<file path="src/rtl/alarm_pkg.sv">
// Shared types and digit limits for the alarm clock configuration path.
package alarm_pkg;

    typedef enum logic [1:0] {
        RUN       = 2'd0,
        SET_TIME  = 2'd1,
        SET_ALARM = 2'd2
    } ctrl_state_e;

    typedef enum logic [1:0] {
        HOURDEC = 2'd0,
        HOURONE = 2'd1,
        MINDEC  = 2'd2,
        MINONE  = 2'd3
    } digit_idx_e;

    // Largest legal value of each BCD digit; hourone shrinks to 3 in the 20s.
    localparam logic [3:0] HOURDEC_MAX    = 4'd2;
    localparam logic [3:0] HOURONE_MAX    = 4'd9;
    localparam logic [3:0] HOURONE_MAX_20 = 4'd3;
    localparam logic [3:0] MINDEC_MAX     = 4'd5;
    localparam logic [3:0] MINONE_MAX     = 4'd9;

    typedef struct packed {
        logic [3:0] hourdec;
        logic [3:0] hourone;
        logic [3:0] mindec;
        logic [3:0] minone;
    } bcd_time_t;

endpackage

</file>
<file path="src/rtl/bcd_digit_inc.sv">
// Combinational increment of one digit of an HH:MM BCD time with wrap and hour clamp.
module bcd_digit_inc
    import alarm_pkg::*;
(
    input  bcd_time_t  time_in,
    input  digit_idx_e idx,
    output bcd_time_t  time_out
);

    logic [3:0] hourone_max;

    assign hourone_max = (time_in.hourdec == HOURDEC_MAX) ? HOURONE_MAX_20 : HOURONE_MAX;

    // Bump the selected digit, wrap at its maximum, and clamp hourone when entering the 20s.
    always_comb begin
        time_out = time_in;
        case (idx)
            HOURDEC: begin
                if (time_in.hourdec >= HOURDEC_MAX) begin
                    time_out.hourdec = 4'd0;
                end else begin
                    time_out.hourdec = time_in.hourdec + 4'd1;
                    if ((time_out.hourdec == HOURDEC_MAX) && (time_in.hourone > HOURONE_MAX_20)) begin
                        time_out.hourone = HOURONE_MAX_20;
                    end
                end
            end
            HOURONE: begin
                if (time_in.hourone >= hourone_max) time_out.hourone = 4'd0;
                else                                time_out.hourone = time_in.hourone + 4'd1;
            end
            MINDEC: begin
                if (time_in.mindec >= MINDEC_MAX) time_out.mindec = 4'd0;
                else                              time_out.mindec = time_in.mindec + 4'd1;
            end
            default: begin
                if (time_in.minone >= MINONE_MAX) time_out.minone = 4'd0;
                else                              time_out.minone = time_in.minone + 4'd1;
            end
        endcase
    end

endmodule

</file>
<file path="src/rtl/alarm_set_ctrl.sv">
// Button-driven time/alarm setting controller sitting between debounced buttons and the alarm core.
module alarm_set_ctrl
    import alarm_pkg::*;
#(
    parameter int TIMEOUT_S = 30
) (
    input  logic       clk,
    input  logic       rstn,
    input  logic       mode_p,
    input  logic       next_p,
    input  logic       inc_p,
    input  logic       alarm_tog_p,
    input  logic       sec_tick,
    input  logic [3:0] hourdec_now,
    input  logic [3:0] hourone_now,
    input  logic [3:0] mindec_now,
    input  logic [3:0] minone_now,
    output logic [3:0] hourdec_init,
    output logic [3:0] hourone_init,
    output logic [3:0] mindec_init,
    output logic [3:0] minone_init,
    output logic       time_load,
    output logic [3:0] hourdec_bud,
    output logic [3:0] hourone_bud,
    output logic [3:0] mindec_bud,
    output logic [3:0] minone_bud,
    output logic       bud_en,
    output logic [1:0] edit_state,
    output logic [1:0] digit_sel
);

    localparam int CNT_W = $clog2(TIMEOUT_S + 1);
    localparam logic [CNT_W-1:0] CNT_LAST = CNT_W'(TIMEOUT_S - 1);

    ctrl_state_e      state_q, state_d;
    digit_idx_e       sel_q, sel_d;
    bcd_time_t        init_q, init_d;
    bcd_time_t        bud_q, bud_d;
    logic             en_q, en_d;
    logic             load_q, load_d;
    logic [CNT_W-1:0] cnt_q, cnt_d;
    bcd_time_t        inc_src, inc_res;
    bcd_time_t        now_time;

    assign now_time = '{hourdec: hourdec_now, hourone: hourone_now,
                        mindec: mindec_now, minone: minone_now};

    // One incrementer serves both buffers; the active edit state picks which one it sees.
    assign inc_src = (state_q == SET_ALARM) ? bud_q : init_q;

    bcd_digit_inc u_inc (
        .time_in  (inc_src),
        .idx      (sel_q),
        .time_out (inc_res)
    );

    // Register every piece of controller state so all outputs come straight from flops.
    always_ff @(posedge clk or negedge rstn) begin
        if (!rstn) begin
            state_q <= RUN;
            sel_q   <= HOURDEC;
            init_q  <= '0;
            bud_q   <= '0;
            en_q    <= 1'b0;
            load_q  <= 1'b0;
            cnt_q   <= '0;
        end else begin
            state_q <= state_d;
            sel_q   <= sel_d;
            init_q  <= init_d;
            bud_q   <= bud_d;
            en_q    <= en_d;
            load_q  <= load_d;
            cnt_q   <= cnt_d;
        end
    end

    // Act on at most one pulse per cycle (mode > next > inc); an idle tick advances the timeout.
    always_comb begin
        state_d = state_q;
        sel_d   = sel_q;
        init_d  = init_q;
        bud_d   = bud_q;
        en_d    = en_q;
        load_d  = 1'b0;
        cnt_d   = cnt_q;
        case (state_q)
            RUN: begin
                if (mode_p) begin
                    state_d = SET_TIME;
                    init_d  = now_time;
                    sel_d   = HOURDEC;
                    cnt_d   = '0;
                end else if (alarm_tog_p) begin
                    en_d = ~en_q;
                end
            end
            SET_TIME, SET_ALARM: begin
                if (mode_p) begin
                    if (state_q == SET_TIME) begin
                        state_d = SET_ALARM;
                        load_d  = 1'b1;
                    end else begin
                        state_d = RUN;
                    end
                    sel_d = HOURDEC;
                    cnt_d = '0;
                end else if (next_p) begin
                    sel_d = digit_idx_e'(sel_q + 2'd1);
                    cnt_d = '0;
                end else if (inc_p) begin
                    if (state_q == SET_TIME) init_d = inc_res;
                    else                     bud_d  = inc_res;
                    cnt_d = '0;
                end else if (sec_tick) begin
                    if (cnt_q >= CNT_LAST) begin
                        state_d = RUN;
                        sel_d   = HOURDEC;
                        cnt_d   = '0;
                    end else begin
                        cnt_d = cnt_q + CNT_W'(1);
                    end
                end
            end
            default: begin
                state_d = RUN;
                sel_d   = HOURDEC;
                cnt_d   = '0;
            end
        endcase
    end

    assign hourdec_init = init_q.hourdec;
    assign hourone_init = init_q.hourone;
    assign mindec_init  = init_q.mindec;
    assign minone_init  = init_q.minone;
    assign hourdec_bud  = bud_q.hourdec;
    assign hourone_bud  = bud_q.hourone;
    assign mindec_bud   = bud_q.mindec;
    assign minone_bud   = bud_q.minone;
    assign time_load    = load_q;
    assign bud_en       = en_q;
    assign edit_state   = state_q;
    assign digit_sel    = sel_q;

endmodule

</file>
<file path="config.mk">
export PLATFORM = sky130hd
export DESIGN_NAME = alarm_set_ctrl
export DESIGN_NICKNAME = d
export VERILOG_FILES = /design/src/rtl/alarm_pkg.sv /design/src/rtl/bcd_digit_inc.sv /design/src/rtl/alarm_set_ctrl.sv
export SDC_FILE = /design/constraint.sdc
export NUM_CORES = 1
export LEC_CHECK = 0
export ABC_AREA = 1
export ABC_CLOCK_PERIOD_IN_PS = 3500
export BUFFER_PORTS_ARGS = -buffer_cell sky130_fd_sc_hd__buf_2
export CORE_UTILIZATION = 55
export CTS_CLUSTER_DIAMETER = 200
export DETAILED_ROUTE_END_ITERATION = 12
export PLACE_DENSITY = 0.89
export SYNTH_ARGS = -nofsm -noshare
export SYNTH_HDL_FRONTEND = slang
export SYNTH_HIERARCHICAL = 1
export SYNTH_SLANG_ARGS = --single-unit
</file>
<file path="constraint.sdc">
create_clock -name clk -period 3.5 [get_ports clk]
set_clock_uncertainty 0.05 [all_clocks]
set_input_delay 0.525 -clock clk [delete_from_list [all_inputs] [get_ports clk]]
set_output_delay 0.525 -clock clk [all_outputs]
set_load 0.02 [all_outputs]
</file>
==> results of run 1 <==
## cell families after synthesis
family          count (synthesis)
simple gates                  165
buf+inv                        72
xor+xnor                        5
mux                            16
compound gates                 71
fa+ha+maj                      17
flops                          43
## sequential cells by signal (all words and copies together), names as in the netlist
signal and cells:
digit_sel 2, hourdec_init 4, hourone_init 4, mindec_bud 4
time_load 1, minone_init 4, edit_state 2, hourone_bud 4
minone_bud 4, hourdec_bud 4, cnt_q 5, mindec_init 4
bud_en 1
## report_power, final
group          switching, mW  internal (mW)
logic                   1.37          0.732
registers              0.172          0.698
clock network          0.163          0.155
## worst register-to-register path: stages, from the launching register on
cell and delay (ps):
dfrtp_1 410, inv_1 90, ha_1 370, buf_4 210
mux2_2 340, inv_1 90, nand2_1 80, nor2_1 130
inv_1 60, ha_1 270, nand2_1 60, nand2_1 60
a21oi_1 170, nand3_1 100, nand3_1 70, inv_1 50
nand2_1 40, o21ai_0 100, o21ai_2 150
## area by class of cell
class,instances,area share (%)
clock buffer,6,2.46
clock inverter,1,0.149
tap,70,2.61
multi-input combinational,274,46.4
inverter,60,6.70
sequential,43,32.0
timing repair buffer,63,9.61
## through the flow
stage | instance area, um^2 | util (%) | power, mW | setup WS [ps]
floorplan | 2930 | - | 2.46 | 627
global placement | 3270 | 64.1 | 2.87 | 635
detailed placement | 3270 | 64.1 | 2.96 | 540
CTS | 3360 | 65.8 | 3.29 | 504
global route | 3360 | 65.8 | 3.62 | 176
finish | 3360 | 65.8 | 3.29 | 500
## cells in the final DEF, fill, tap and decap left out
cell type | synthesis | final
xnor2_1 | 1 | 1
clkinv_1 | 1 | 1
xor2_1 | 4 | 4
nor3_1 | 6 | 6
inv_2 | 3 | 3
mux2_2 | 16 | 16
a21oi_1 | 4 | 4
nand2_1 | 101 | 101
and3_1 | 1 | 1
o21ai_2 | 17 | 16
clkbuf_8 | 0 | 6
o21ai_1 | 17 | 17
nor2_2 | 4 | 4
buf_4 | 0 | 3
inv_1 | 56 | 56
o31ai_1 | 1 | 1
dfrtp_1 | 43 | 43
o21ai_0 | 30 | 30
o21ai_4 | 0 | 1
ha_1 | 17 | 17
clkinv_2 | 0 | 1
nand2_2 | 1 | 1
nand3_1 | 23 | 23
buf_2 | 7 | 60
nor2_1 | 22 | 22
nand4_1 | 6 | 6
nand3_2 | 1 | 1
o22ai_1 | 2 | 2
## how the worst max path moves through the flow
stage                                 end  cells past startpoint  slack (ps)
after detailed placement  hourone_init[3]                     18         540
after CTS                 hourone_init[3]                     18         500
final                     hourone_init[3]                     18         500
after floorplan           hourone_init[3]                     18         630
after global placement    hourone_init[3]                     18         640
after global routing      hourone_init[3]                     18         180
## metal layers
metal / track usage [%] / vias up / wire [um]
li1: - / 1373 / -
met1: 30.4 / 1223 / 2820
met2: 42.0 / 85 / 3060
met3: 6.69 / 12 / 363
met4: 10.5 / 0 / 142
met5: 0 / - / 0
==> impl_metrics.yaml, run 1 <==
run_status:
  status: "complete, no violations"
synthesis:
  yosysMostFrequentCell: "nand2_1"
  postSynthCellCount: 389
  async_reset_ff_share_pct: 100
  synth-xor-area-share_pct: 1.49
  yosys.area_share.adder_pct: 7.26
  syn_area_per_cell_um2: 7.53
  synth-simple-area-share_pct: 23.6
  synth_top_family_by_area: "simple AND/OR/NAND/NOR gates"
  synth-edff-count: 0
  synth_common_cells: "101 x nand2_1, 56 x inv_1, 43 x dfrtp_1, 30 x o21ai_0, 23 x nand3_1"
  syn_nets: 429
  synth_top_area_share_pct: 36.7
  yosysTopAreaCell: "dfrtp_1"
  synth_cell_type_count: 26
  synth-compound-area-share_pct: 14.5
  ys.flop_type: "dfrtp_1"
  ys_warn_count: 6
  synth.area.mux_share_pct: 6.15
  ys_top_cells_by_area: "dfrtp_1 37%, nand2_1 13%, ha_1 7.3%"
  ys_ff_latch: 43
  seq_area_frac_synth_pct: 36.7
  netlist_area_um2: 2930
die:
  start_util_pct: 57.4
  die_area_um2: 5620
  core_area_um2: 5110
  die_w_um: 75.0
  ios: 61
  row_count: 26
  dieHeight_um: 75.0
critical_path:
  crit_chain: "inv_1 -> ha_1 -> buf_4 -> mux2_2 -> inv_1 -> nand2_1 -> nor2_1 -> inv_1 -> ha_1 -> nand2_1 -> nand2_1 -> a21oi_1 -> nand3_1 -> nand3_1 -> inv_1 -> nand2_1 -> o21ai_0 -> o21ai_2"
  worstRegToRegCells: 18
  slowest_delay_ps: 410
  critPathTopFamily: "adder cells"
  critPathRequiredTime_ps: 3670
  worst-endpoint-arrival_ps: 3170
  crit_buf_inv: 5
  cp-start-kind: "flop"
  crit_slowest_cell: "dfrtp_1"
  worstReg2RegStart: "edit_state[0]"
  worstSetupEndpointType: "flop"
  r2r_end: "hourone_init[3]"
  critPathKind: "reg2reg"
  startpoint: "edit_state[0]"
  critPathMaxFanout: 8
  ff2ff_setup_slack_ps: 500
sta:
  rsz0062_at_grt: "false"
  slew_headroom_pct: 30.0
  finalCriticalPeriod_ps: 3000
  whs_ps: 318
  tightest_slew_ps: 1050
  setup_violations: 0
  fmax_mhz: 333
  finalSetupTns_ps: 0
  fin_crit_sh_pct: 85.7
  hold_viol: 0
  slew_violations: 0
pwr:
  power_leakage_nw: 1.77
  ir_drop_mv: 0.786
  powerDensity_nw_per_um2: 980
drt:
  drc_errors: 0
  routed_via_density: 5.21
  num_vias: 2693
  drtIter0Drc: 245
  routedWlPerCell_um: 12.3
  firstDrtPassIters: 4
  drtAntennaViolNets: 0
  wl_mm: 6.38
global_routing:
  grt_pass1_wl_mm: 10.6
  grt_usage_pct: 25.0
  grt_max_degree: 44
  grt_pass1_vias: 2456
  antenna_found_initial: 0
  overflow: 0
clocking:
  post-cts-setup-buffers: 0
  cts_root_buffer: "clkbuf_8"
  clk_latency_ps: 300
  clkSinkCount: 43
  htreeDepth: 2
  clk_path_buf_depth: 2
  ctsResizeCount: 0
  path_clk_slew_ps: 80
  cts_buffers: 5
  cts_tree: "yes"
  ctsHoldBuffers: 0
finish:
  antenna_cells: 0
  synthToLayoutAreaGrowth_pct: 14.6
  fillers: 435
  fin_cells: 517
  nets: 487
  drive_gt1_share_pct: 25.1
  seqCellArea_um2: 1080
  multiInputGateArea_um2: 1560
hold_path:
  hold_path_class: "in2async"
placement:
  io_buffers: 60
  dp.cells: 510
  hpwl_mm: 4.75
  place_congestion: 0.905
job:
  drv_cap: 0
Note: power is estimated with default switching activity, not from simulation.
==> run 2: changes to the inputs <==
--- a/config.mk
+++ b/config.mk
@@ -8,11 +8,11 @@
 export ABC_AREA = 1
 export ABC_CLOCK_PERIOD_IN_PS = 3500
 export BUFFER_PORTS_ARGS = -buffer_cell sky130_fd_sc_hd__buf_2
+export CAP_MARGIN = 20
 export CORE_UTILIZATION = 55
 export CTS_CLUSTER_DIAMETER = 200
 export DETAILED_ROUTE_END_ITERATION = 12
 export PLACE_DENSITY = 0.89
 export SYNTH_ARGS = -nofsm -noshare
 export SYNTH_HDL_FRONTEND = slang
-export SYNTH_HIERARCHICAL = 1
 export SYNTH_SLANG_ARGS = --single-unit
==> run 2 against run 1 <==
Die area shrank 1.9%; register-to-register slack lost 20 ps; critical path type unchanged; largest cell class unchanged; combinational power shrank 4%.
==> impl_metrics.yaml, run 2 <==
run_status:
  status: "complete, no violations"
critical_path:
  critPathMaxFanout: 15
  crit_slowest_cell: "ha_1"
  cp-start-kind: "flop"
  worstSetupEndpointType: "flop"
  crit_buf_inv: 4
  crit_chain: "inv_1 -> ha_1 -> inv_2 -> nand2_1 -> nand2_1 -> inv_2 -> nand2_2 -> nor3_1 -> inv_1 -> ha_1 -> nand3_1 -> nand2_1 -> nand2_1 -> nand2_1 -> nand2_1 -> nand2_1 -> nand3_1 -> nand2_1 -> nand2_1"
  critPathKind: "reg2reg"
  path_common_cell: "nand2_1"
  worst-endpoint-arrival_ps: 3170
  worstReg2RegStart: "edit_state[0]"
  critPathRequiredTime_ps: 3650
  startpoint: "edit_state[0]"
  critPathTopFamily: "simple AND/OR/NAND/NOR gates"
  ff2ff_setup_slack_ps: 480
  slowest_delay_ps: 560
die:
  dieHeight_um: 74.3
  die_w_um: 74.3
  ios: 61
  core_area_um2: 4880
  start_util_pct: 58.9
  row_count: 25
  die_area_um2: 5520
sta:
  whs_ps: 316
  hold_viol: 0
  finalCriticalPeriod_ps: 3020
  tightest_slew_ps: 958
  slew_violations: 0
  setup_violations: 0
  slew_headroom_pct: 36.1
  fin_crit_sh_pct: 86.2
  fmax_mhz: 331
  finalSetupTns_ps: 0
  rsz0062_at_grt: "false"
clocking:
  ctsHoldBuffers: 0
  clk_latency_ps: 300
  clkSinkCount: 43
  path_clk_slew_ps: 80
  cts_buffers: 5
  htreeDepth: 2
  clk_path_buf_depth: 2
  cts_root_buffer: "clkbuf_8"
  cts_tree: "yes"
  post-cts-setup-buffers: 0
  ctsResizeCount: 0
synthesis:
  ys_ff_latch: 43
  syn_nets: 442
  yosysTopAreaCell: "dfrtp_1"
  ys_warn_count: 0
  netlist_area_um2: 2870
  ys.flop_type: "dfrtp_1"
  synth_cell_type_count: 32
  synth-edff-count: 0
  ys_top_cells_by_area: "dfrtp_1 37%, nand2_1 16%, ha_1 8.3%"
  seq_area_frac_synth_pct: 37.4
  synth_top_area_share_pct: 37.4
  yosysMostFrequentCell: "nand2_1"
  synth_common_cells: "122 x nand2_1, 45 x inv_1, 43 x dfrtp_1, 43 x nor2_1, 24 x a21oi_1"
  syn_area_per_cell_um2: 7.19
  async_reset_ff_share_pct: 100
  postSynthCellCount: 400
drt:
  routed_via_density: 5.29
  wl_mm: 6.93
  drtIter0Drc: 155
  firstDrtPassIters: 4
  drtAntennaViolNets: 0
  num_vias: 2779
  routedWlPerCell_um: 13.2
  drc_errors: 0
global_routing:
  antenna_found_initial: 0
  grt_pass1_vias: 2499
  grt_pass1_wl_mm: 11.4
  overflow: 0
  grt_max_degree: 44
  grt_usage_pct: 27.2
pwr:
  power_mw: 3.25
  power_leakage_nw: 1.75
  ir_drop_mv: 0.566
  powerDensity_nw_per_um2: 988
placement:
  dp.cells: 517
  place_congestion: 0.882
  io_buffers: 60
  hpwl_mm: 5.08
finish:
  final_util_pct: 67.4
  largest_reg_flops: 5
  drive_gt1_share_pct: 20.1
  largest-register: "cnt_q"
  antenna_cells: 0
  nets: 499
  layout_common_cells: "122 x nand2_1, 60 x buf_2, 45 x inv_1, 43 x nor2_1, 43 x dfrtp_1"
  synthToLayoutAreaGrowth_pct: 14.4
  final_common_cell: "nand2_1"
  fin_cells: 525
job:
  drv_cap: 0
hold_path:
  hold_path_class: "in2async"
run 2: cell count changes in the layout (fill, tap and decap cells not counted), moves of 8 or more:
cell	change
o21ai_1	-8
nor2_1	+21
nand2_1	+21
a21oi_1	+20
mux2_2	-16
inv_1	-11
o21ai_0	-13
o21ai_2	-9
run 2: cell families after synthesis:
| family | count (synthesis) | share of synthesized area, % |
|---|---|---|
| flip-flops | 43 | 37.4 |
| XOR/XNOR | 5 | 1.52 |
| buffers and inverters | 65 | 10.1 |
| AND/OR/NAND/NOR | 203 | 29.9 |
| AO/OA/AOI/OAI | 65 | 12.8 |
| adder cells (fa/ha/maj) | 19 | 8.27 |
run 2: worst paths after layout:
path,end,cells after the start
worst min-delay path,minone_init[2],1
worst max-delay path,hourone_init[0],19
max in group asynchronous,minone_bud[1],1
worst min register to register,bud_en,1
min in group clk,bud_en,1
worst max register to register,hourone_init[0],19
run 2: metrics by stage:
stage          area, um^2  setup WS [ps]
6_report             3290            482
5_1_grt              3290            160
4_1_cts              3290            481
3_5_place_dp         3190            529
3_3_place_gp         3190            692
2_1_floorplan        2870           1000
run 2: layout make-up:
cell class / instances / area [um^2]
Timing Repair Buffer: 63 / 323
Multi-Input combinational cell: 292 / 1510
Sequential cell: 43 / 1080
Inverter: 52 / 195
Fill cell: 455 / 1590
Tap cell: 67 / 83.8
Clock buffer: 8 / 100
run 2: power by group:
| group | internal (mW) | switching (mW) |
|---|---|---|
| sequential | 0.702 | 0.181 |
| combinational | 0.647 | 1.37 |
| clock | 0.180 | 0.169 |
| total | 1.53 | 1.72 |
run 2: layer usage:
metal	share of wire (%)	up-vias	track usage (%)
met2	48	107	44.2
met5	0	-	0
met4	1.4	0	9.64
met1	45	1281	35.9
li1	-	1380	-
met3	6.1	11	5.69
